==> src/rtl/sync_pkg.sv <==
// Shared constants for the multi-channel toggle req/ack receiver.
// Optional feature macro used by the channel logic: SYNC_RX_CHANGE_ONLY_EN.
package sync_pkg;

  // Per-channel FSM state encoding.
  localparam logic [1:0] ST_IDLE    = 2'd0;
  localparam logic [1:0] ST_SETTLE  = 2'd1;
  localparam logic [1:0] ST_PRESENT = 2'd2;
  localparam logic [1:0] ST_ACK     = 2'd3;

  // Legal synchroniser depth range and settle counter width.
  localparam int SYNC_STAGES_MIN = 2;
  localparam int SYNC_STAGES_MAX = 4;
  localparam int SETTLE_W        = 4;

  // Settle counter load value, truncated to the counter width.
  function automatic logic [SETTLE_W-1:0] settle_load(input int cyc);
    return SETTLE_W'(cyc);
  endfunction

endpackage

==> src/rtl/sync_rx_chan.sv <==
// One receive channel: req_tog synchroniser, edge detect, IDLE/SETTLE/PRESENT/ACK
// FSM, settle counter, captured data, sticky overrun flag.
// With SYNC_RX_CHANGE_ONLY_EN defined, a request whose data equals the last
// accepted value is acknowledged without being presented.
//
// Handshake: out_data is transferred on any clock edge where out_valid and
// out_ready are both high; out_valid never drops and out_data never changes
// while out_valid is high and out_ready is low.
module sync_rx_chan
  import sync_pkg::*;
#(
  parameter int W           = 32,
  parameter int SYNC_STAGES = 2,
  parameter int SETTLE_CYC  = 1
) (
  input  logic         clk,
  input  logic         rst_n,
  input  logic         req_tog,
  input  logic [W-1:0] data_in,
  input  logic         out_ready,
  input  logic         ovr_clr,
  output logic [W-1:0] out_data,
  output logic         out_valid,
  output logic         ack_tog,
  output logic         ovr_flag
);

  logic [SYNC_STAGES-1:0] sync_q, sync_d;
  logic                   prev_q, prev_d;
  logic [1:0]             state_q, state_d;
  logic [SETTLE_W-1:0]    cnt_q, cnt_d;
  logic [SETTLE_W-1:0]    cnt_dec;
  logic [W-1:0]           out_data_q, out_data_d;
  logic                   out_valid_q, out_valid_d;
  logic                   ack_q, ack_d;
  logic                   ovr_q, ovr_d;
  logic                   req_edge;
  logic                   capture_now;
  logic                   is_repeat;

  assign req_edge = sync_q[SYNC_STAGES-1] ^ prev_q;
  assign cnt_dec  = cnt_q - SETTLE_W'(1);

  // Data is sampled either straight from IDLE (no settle time) or when the
  // settle counter is about to reach zero.
  assign capture_now = ((state_q == ST_IDLE) && req_edge && (SETTLE_CYC == 0)) ||
                       ((state_q == ST_SETTLE) && (cnt_dec == '0));

`ifdef SYNC_RX_CHANGE_ONLY_EN
  logic [W-1:0] last_data_q, last_data_d;

  assign is_repeat = (data_in == last_data_q);

  // Remember the most recently accepted value.
  always_comb begin
    last_data_d = last_data_q;
    if ((state_q == ST_PRESENT) && out_valid_q && out_ready) last_data_d = out_data_q;
  end

  // last_data register.
  always_ff @(posedge clk or negedge rst_n) begin
    if (!rst_n) last_data_q <= '0;
    else        last_data_q <= last_data_d;
  end
`else
  assign is_repeat = 1'b0;
`endif

  // State register plus all channel flops.
  always_ff @(posedge clk or negedge rst_n) begin
    if (!rst_n) begin
      sync_q      <= '0;
      prev_q      <= 1'b0;
      state_q     <= ST_IDLE;
      cnt_q       <= '0;
      out_data_q  <= '0;
      out_valid_q <= 1'b0;
      ack_q       <= 1'b0;
      ovr_q       <= 1'b0;
    end else begin
      sync_q      <= sync_d;
      prev_q      <= prev_d;
      state_q     <= state_d;
      cnt_q       <= cnt_d;
      out_data_q  <= out_data_d;
      out_valid_q <= out_valid_d;
      ack_q       <= ack_d;
      ovr_q       <= ovr_d;
    end
  end

  // Next-state logic.
  always_comb begin
    state_d = state_q;
    case (state_q)
      ST_IDLE: begin
        if (req_edge) begin
          if (capture_now) state_d = is_repeat ? ST_ACK : ST_PRESENT;
          else             state_d = ST_SETTLE;
        end
      end
      ST_SETTLE: begin
        if (capture_now) state_d = is_repeat ? ST_ACK : ST_PRESENT;
      end
      ST_PRESENT: begin
        if (out_valid_q && out_ready) state_d = ST_ACK;
      end
      default: state_d = ST_IDLE;
    endcase
  end

  // Output / datapath logic: synchroniser shift, counter, capture, ack, overrun.
  always_comb begin
    sync_d      = {sync_q[SYNC_STAGES-2:0], req_tog};
    prev_d      = sync_q[SYNC_STAGES-1];
    cnt_d       = cnt_q;
    out_data_d  = out_data_q;
    out_valid_d = out_valid_q;
    ack_d       = ack_q;
    ovr_d       = ovr_clr ? 1'b0 : ovr_q;
    if ((state_q == ST_IDLE) && req_edge) cnt_d = settle_load(SETTLE_CYC);
    if (state_q == ST_SETTLE)             cnt_d = cnt_dec;
    if (capture_now && !is_repeat) begin
      out_data_d  = data_in;
      out_valid_d = 1'b1;
    end
    if ((state_q == ST_PRESENT) && out_valid_q && out_ready) out_valid_d = 1'b0;
    if (state_q == ST_ACK) ack_d = ~ack_q;
    // A new request while busy is dropped; only the sticky flag records it.
    if (req_edge && (state_q != ST_IDLE)) ovr_d = 1'b1;
  end

  assign out_data  = out_data_q;
  assign out_valid = out_valid_q;
  assign ack_tog   = ack_q;
  assign ovr_flag  = ovr_q;

endmodule

==> src/rtl/sync_rx_mc.sv <==
// Multi-channel toggle req/ack receiver, destination clock domain only.
// Optional feature macro: SYNC_RX_CHANGE_ONLY_EN (see sync_rx_chan).
// Channel i uses bit i of each per-channel bus and bits [i*W +: W] of data buses.
module sync_rx_mc #(
  parameter int W           = 32,
  parameter int N_CH        = 4,
  parameter int SYNC_STAGES = 2,
  parameter int SETTLE_CYC  = 1
) (
  input  logic              clk,
  input  logic              rst_n,
  input  logic [N_CH-1:0]   req_tog,
  input  logic [N_CH*W-1:0] data_in,
  output logic [N_CH*W-1:0] out_data,
  output logic [N_CH-1:0]   out_valid,
  input  logic [N_CH-1:0]   out_ready,
  output logic [N_CH-1:0]   ack_tog,
  output logic [N_CH-1:0]   ovr_flag,
  input  logic              ovr_clr
);

  // One independent channel per bus slice; ovr_clr is shared.
  for (genvar i = 0; i < N_CH; i++) begin : g_ch
    sync_rx_chan #(
      .W          (W),
      .SYNC_STAGES(SYNC_STAGES),
      .SETTLE_CYC (SETTLE_CYC)
    ) u_chan (
      .clk      (clk),
      .rst_n    (rst_n),
      .req_tog  (req_tog[i]),
      .data_in  (data_in[i*W +: W]),
      .out_ready(out_ready[i]),
      .ovr_clr  (ovr_clr),
      .out_data (out_data[i*W +: W]),
      .out_valid(out_valid[i]),
      .ack_tog  (ack_tog[i]),
      .ovr_flag (ovr_flag[i])
    );
  end

endmodule

==> config.mk <==
export PLATFORM = sky130hd
export DESIGN_NAME = sync_rx_mc
export DESIGN_NICKNAME = d
export VERILOG_FILES = /design/src/rtl/sync_pkg.sv /design/src/rtl/sync_rx_chan.sv /design/src/rtl/sync_rx_mc.sv
export SDC_FILE = /design/constraint.sdc
export NUM_CORES = 1
export LEC_CHECK = 0
export ABC_AREA = 1
export CAP_MARGIN = 5
export CORE_MARGIN = 2
export CORE_UTILIZATION = 41
export DETAILED_ROUTE_END_ITERATION = 7
export GPL_ROUTABILITY_DRIVEN = 0
export GPL_TIMING_DRIVEN = 0
export PLACE_DENSITY = 0.78
export SETUP_SLACK_MARGIN = 0.2
export SYNTH_ARGS = -nofsm -noshare
export SYNTH_HDL_FRONTEND = slang
export SYNTH_SLANG_ARGS = --single-unit
==> constraint.sdc <==
create_clock -name clk -period 1.5 [get_ports clk]
set_clock_uncertainty 0.1 [all_clocks]
set_input_delay 0.3 -clock clk [delete_from_list [all_inputs] [get_ports clk]]
set_output_delay 0.3 -clock clk [all_outputs]
set_load 0.02 [all_outputs]
* Yosys cells after proc, flatten, opt, wreduce, memory -nomap -nowiden
Index checks and enable logic that the tools add are counted.
** Cells by class
- Eq/ne operators :: 24
- Reductions and logical operators :: 52
- $add $sub $neg :: 4
- Multiplexer cells :: 41
- Bitwise logic cells :: 8
** Operator list (count)
- $mux 2 :: 16
- $mux 4 :: 8
- $reduce_bool 2->1 :: 16
- $logic_and 1x1->1 :: 24
- $ne 2x1->1 const B :: 12
- $pmux 2 s3 :: 4
- $eq 2x2->1 const B :: 8
- $logic_not 4->1 :: 4
- $sub 4x1->4 const B :: 4
- $mux 1 :: 13
- $reduce_and 3->1 :: 4
- $eq 2x1->1 const B :: 4
- $logic_not 2->1 :: 4
- $not 1->1 :: 4
- $xor 1x1->1 :: 4
** Storage, ports and cells
- Input bits :: 139
- Word-level logic and storage cells :: 161
- Register bits after elaboration :: 176

* Logic depth before layout (Yosys ltp)
- Depth after elaboration :: 6
- Depth in mapped cells :: 11
- Depth with buffers taken out :: 11

* Cells and area by module
Synthesis repeated with hierarchy kept, for this count alone.
** Unflattened totals
- Cell total of the unflattened synthesis :: 816
- Area, all modules :: 8202.9 sq um
** Modules (own cells, without submodules)
- sync_rx_chan :: seq. area each 1101.1 sq um, cells each 204, area an instance 2050.7 sq um, instances 4

* Worst setup path after synthesis
Ideal clock, no wire load.
- Path kind :: register -> register
- From :: register g_ch[0].u_chan.cnt_q[0]
- To :: register g_ch[0].u_chan.out_data_q[0]
- Path slack :: -0.066 ns
- Stages on the path, launching flop included :: 12
- Data arrival time :: 1.348 ns
- Path through :: dfrtp_1 inv_1 ha_1 inv_1 nand2_1 nand2_1 nor2_2 nand3_2 buf_6 buf_6 nand2_1 o21ai_2
** Between the ends
- Cells in the longest elaborated chain, start to end :: 3
** RTL lines
- from (decl) :: RTL line sync_rx_chan.sv:31 : logic [SETTLE_W-1:0] cnt_q, cnt_d;
- from (signal assigned) :: RTL line sync_rx_chan.sv:84 : cnt_q <= cnt_d;
- $sub 4x1->4 :: RTL line sync_rx_chan.sv:42 : assign cnt_dec = cnt_q - SETTLE_W'(1);
- $logic_not 4->1 :: RTL line sync_rx_chan.sv:47 : ((state_q == ST_SETTLE) && (cnt_dec == '0));
- $logic_and 1x1->1 :: RTL line sync_rx_chan.sv:47
- to (signal assigned) :: RTL line sync_rx_chan.sv:85 : out_data_q <= out_data_d;
- to (decl) :: RTL line sync_rx_chan.sv:33 : logic [W-1:0] out_data_q, out_data_d;
Every way passes these cells.
A chain may end at the register's enable or synchronous reset.

* Final worst setup path
- From :: register g_ch[2].u_chan.cnt_q[0]
- To :: register g_ch[2].u_chan.out_data_q[30]
** Between the ends
- Cells in the longest elaborated chain, start to end :: 3
** RTL lines (RTL line)
- from (decl) :: sync_rx_chan.sv:31
- from (signal assigned) :: sync_rx_chan.sv:84
- $sub 4x1->4 :: sync_rx_chan.sv:42
- $logic_not 4->1 :: sync_rx_chan.sv:47
- $logic_and 1x1->1 :: sync_rx_chan.sv:47
- to (signal assigned) :: sync_rx_chan.sv:85
- to (decl) :: sync_rx_chan.sv:33
Every way passes these cells.

==> key figures <==
Synthesis
  • Seq/Total Area, Yosys: 0.551
  • Async S/R FF share, synth: 1.00
  • Syn Area/Cell: slightly below 10 um2
  • Cell Area, Synth: 7990 um2
  • Yosys top cell area share: 0.551
  • Leading area contributor after synthesis: dfrtp_1
  • Synth cell count leaders: nand2_1, inv_1, dfrtp_1, o21ai_2, o21ai_1
  • Yosys reg bits: 176
  • YS warnings: 0
  • Ys flop type: dfrtp_1
  • Most instantiated library cell after synthesis: nand2_1
  • Syn nets: 993
  • Top cells by area, synth: dfrtp_1, o21ai_2, nand2_1
  • Number of flops mapped to enable cells by yosys: 0
  • Synth Instances: ~830
  • Synth unique cells: 20

Power and ir drop
  • Total power: 34.6 mW
  • Leak: 7.50 nW
  • Power Density: 2300 nW/um2
  • Max IR drop VDD: 0.00126 V

Setup path
  • FF-to-FF End: g_ch[2].u_chan.out_data[30]$_DFFE_PN0P_
  • Reg2reg setup slack: -0.21 ns
  • Max stage delay on crit path: 0.40 ns
  • Crit path max fanout: 8
  • CP Launch Type: register
  • CP dominant cell by count: nand2_2
  • Setup CP Type: register to register
  • Worst-case reg-to-reg path depth: 11
  • Critical Path AT: 1.91 ns
  • Crit. Startpoint: g_ch[2].u_chan.cnt_q[0]$_DFFE_PN0P_
  • CP Capture Type: register
  • Crit path buf inv count: 4
  • CP cell instances: inv_2, ha_4, inv_2, nand2_2, nand2_2, nor2_4, nand3_4, buf_12, buf_8, nand2_2, o21ai_1
  • CP Data Required Time: 1.70 ns
  • CP max stage cell: dfrtp_1
  • Worst R2R Start: g_ch[2].u_chan.cnt_q[0]$_DFFE_PN0P_
  • Kind of cell adding the most delay to the critical path: buffers and inverters

Floorplan
  • Die area: approximately 20000 um2
  • Row cnt: a little over 50
  • IO Pins: between 200 and 300
  • Core ar.: between 15000 and 20000 um2
  • DIE WIDTH: roughly 140 um
  • Die height: about 140 um
  • Starting Density: 0.414

Flow run
  • Max cap viols: 0

Worst hold path
  • Hold Crit Class: input pin to asynchronous set/reset pin

Route
  • Antenna viol nets, final: 0
  • Routed met3 length: between 1.5 and 2 mm
  • Drt first pass iters: 4
  • WL per Instance: 16.4 um
  • Top layer in use: met5
  • Met1 WL: 9.48 mm
  • Vias: ~7.4k
  • Remaining DRCs: 0
  • Post-DR vias/cell: 4.63
  • Routed wire length: between 20 and 30 mm
  • Met2 wire len: 14.2 mm
  • DR iter-0 viols: roughly 230

Final layout
  • Share of cells above drive strength 1: 0.533
  • Antenna cell count: 0
  • Area Growth Syn to Fin: 88.2%
  • Filler instances: 1100
  • Layout Nets: between 1k and 1.5k

Clocking
  • H-tree levels: 4
  • Clk sinks: 176
  • CTS tree: done
  • Clock root cell: clkbuf_16
  • CTS clk-pin slew, worst paths: 0.07 ns
  • Skew-Pair Late Insertion Delay: 0.42 ns
  • CTS Buf Count: 17
  • CTS max path bufs: 2

Timing
  • Hold Vio Cnt, Final: 57
  • Final Hold Slack: -0.309 ns
  • Final setup viols: about 140
  • Rel. slew slack: 0.573
  • Min cycle time layout: 1.71 ns
  • RSZ-0062 raised after global routing: true
  • Final period utilization: 1.14
  • Max-slew violations: 0
  • Fmax achieved: 585 MHz
  • Final setup margin: -0.210 ns
  • Worst-margin pin slew: 0.641 ns

Place
  • IO buf count: 278
  • Pre-CTS setup slack: -0.207 ns
  • Post-DP HPWL: 13.6 mm

Global route
  • Vias in the first global route: 6818
  • Pin count of the biggest net entering global routing: 120
  • Initial antenna violation count: 1
  • GRT Total Usage: 0.208
  • Total congestion overflow: 0
  • First-pass GRT wire length: 33.7 mm

Run status
  • Failing checks: hold timing, setup timing
  • Status: finished, violations left
-- per-layer routing --
layer	vias to the layer above	GRT usage
li1	3478	-
met1	3595	0.241
met2	236	0.375
met3	56	0.0616
met4	2	0.0516
met5	-	0
-- cells by family after synthesis --
| logic type | share of synthesized area |
|---|---|
| DFF | 0.551 |
| buffers and inverters | 0.134 |
| and+or+nand+nor | 0.119 |
| adders and majority gates | 0.0392 |
| AOI/OAI and AO/OA | 0.148 |
| xor gates and xnor gates | 0.00877 |
-- repair_timing --
item                       CTS  global route
cloned                      10            10
setup buffers               94            71
pin swaps                    7            23
setup endpoints to repair  296           296
gates resized for setup    967           175
hold endpoints to repair    57            57
-- metrics by stage --
step | utilization | instances | TNS [ns] | instance area [um2]
after CTS | 0.705 | 1509 | -13.16 | 13600
after global placement | 0.589 | 1372 | -1330.41 | 11300
after global routing | 0.780 | 1590 | -32.03 | 15000
final | 0.780 | 1590 | -20.07 | 15000
after detailed placement | 0.590 | 1373 | -18.12 | 11400
after floorplan | - | 829 | -1.36 | 8230
-- sequential cells by signal, indices dropped and copies added, names as in the netlist --
register and cells:
g_ch.u_chan.ovr_flag 4, g_ch.u_chan.out_valid 4, g_ch.u_chan.ack_tog 4, g_ch.u_chan.prev_q 4
g_ch.u_chan.sync_q 8, g_ch.u_chan.cnt_q 16, g_ch.u_chan.state_q 8, g_ch.u_chan.out_data 128
-- cell type report --
type / count / area [um2] / area share
clock inverters: 10 / 101 / 0.00674
well taps: 265 / 332 / 0.0221
plain buffers: 40 / 637 / 0.0424
flip-flops and latches: 176 / 4410 / 0.294
clock buffers: 22 / 484 / 0.0322
inverters: 184 / 696 / 0.0463
multi-input cells: 429 / 3570 / 0.237
repair buffers: 464 / 4800 / 0.319
-- placed cells by master, fill, tap and decap left out, types with 2 or more instances in the layout --
cell	Yosys	final
ha_4	0	14
o22ai_1	12	9
xor2_1	4	4
xnor2_1	4	4
buf_6	24	167
inv_2	0	23
o22ai_2	0	3
clkinvlp_4	0	3
clkbuf_8	0	4
a21oi_1	4	2
o21ai_0	20	10
o21ai_2	92	113
clkinv_4	0	2
nand2_1	199	70
inv_6	0	3
dfrtp_2	0	6
buf_4	12	152
o21ai_4	0	3
inv_4	0	2
clkdlybuf4s50_1	0	137
nand3_1	12	12
buf_16	0	10
inv_1	184	159
buf_12	0	18
clkbuf_16	0	28
nor2_1	8	8
nand2_4	0	75
buf_8	0	6
nand3_4	0	4
nand2_2	5	59
dfrtp_1	176	170
o21ai_1	36	22
nor2_4	3	4
ha_1	25	11
-- power by group --
group          internal (mW)  total, mW  switching (mW)  leakage (nW)
Combinational           11.4       21.1            9.75          5.13
Clock                   2.49       4.44            1.95         0.280
Sequential              7.06       9.02            1.96          2.10
Total                   20.9       34.6            13.7          7.50
-- worst max path at each step --
| stage | slack, ns | cells after the start | end |
|---|---|---|---|
| 6_report | -0.21 | 11 | g_ch[2].u_chan.out_data[30]$_DFFE_PN0P_ |
| 3_3_place_gp | -7.51 | 1 | g_ch[3].u_chan.out_data[15]$_DFFE_PN0P_ |
| 5_1_grt | -0.31 | 9 | g_ch[2].u_chan.out_data[30]$_DFFE_PN0P_ |
| 4_1_cts | -0.15 | 11 | g_ch[0].u_chan.out_data[24]$_DFFE_PN0P_ |
| 3_5_place_dp | -0.21 | 11 | g_ch[0].u_chan.out_data[12]$_DFFE_PN0P_ |
| 2_1_floorplan | -0.02 | 11 | g_ch[3].u_chan.out_data[8]$_DFFE_PN0P_ |
Power figures use the tool's default switching activity.
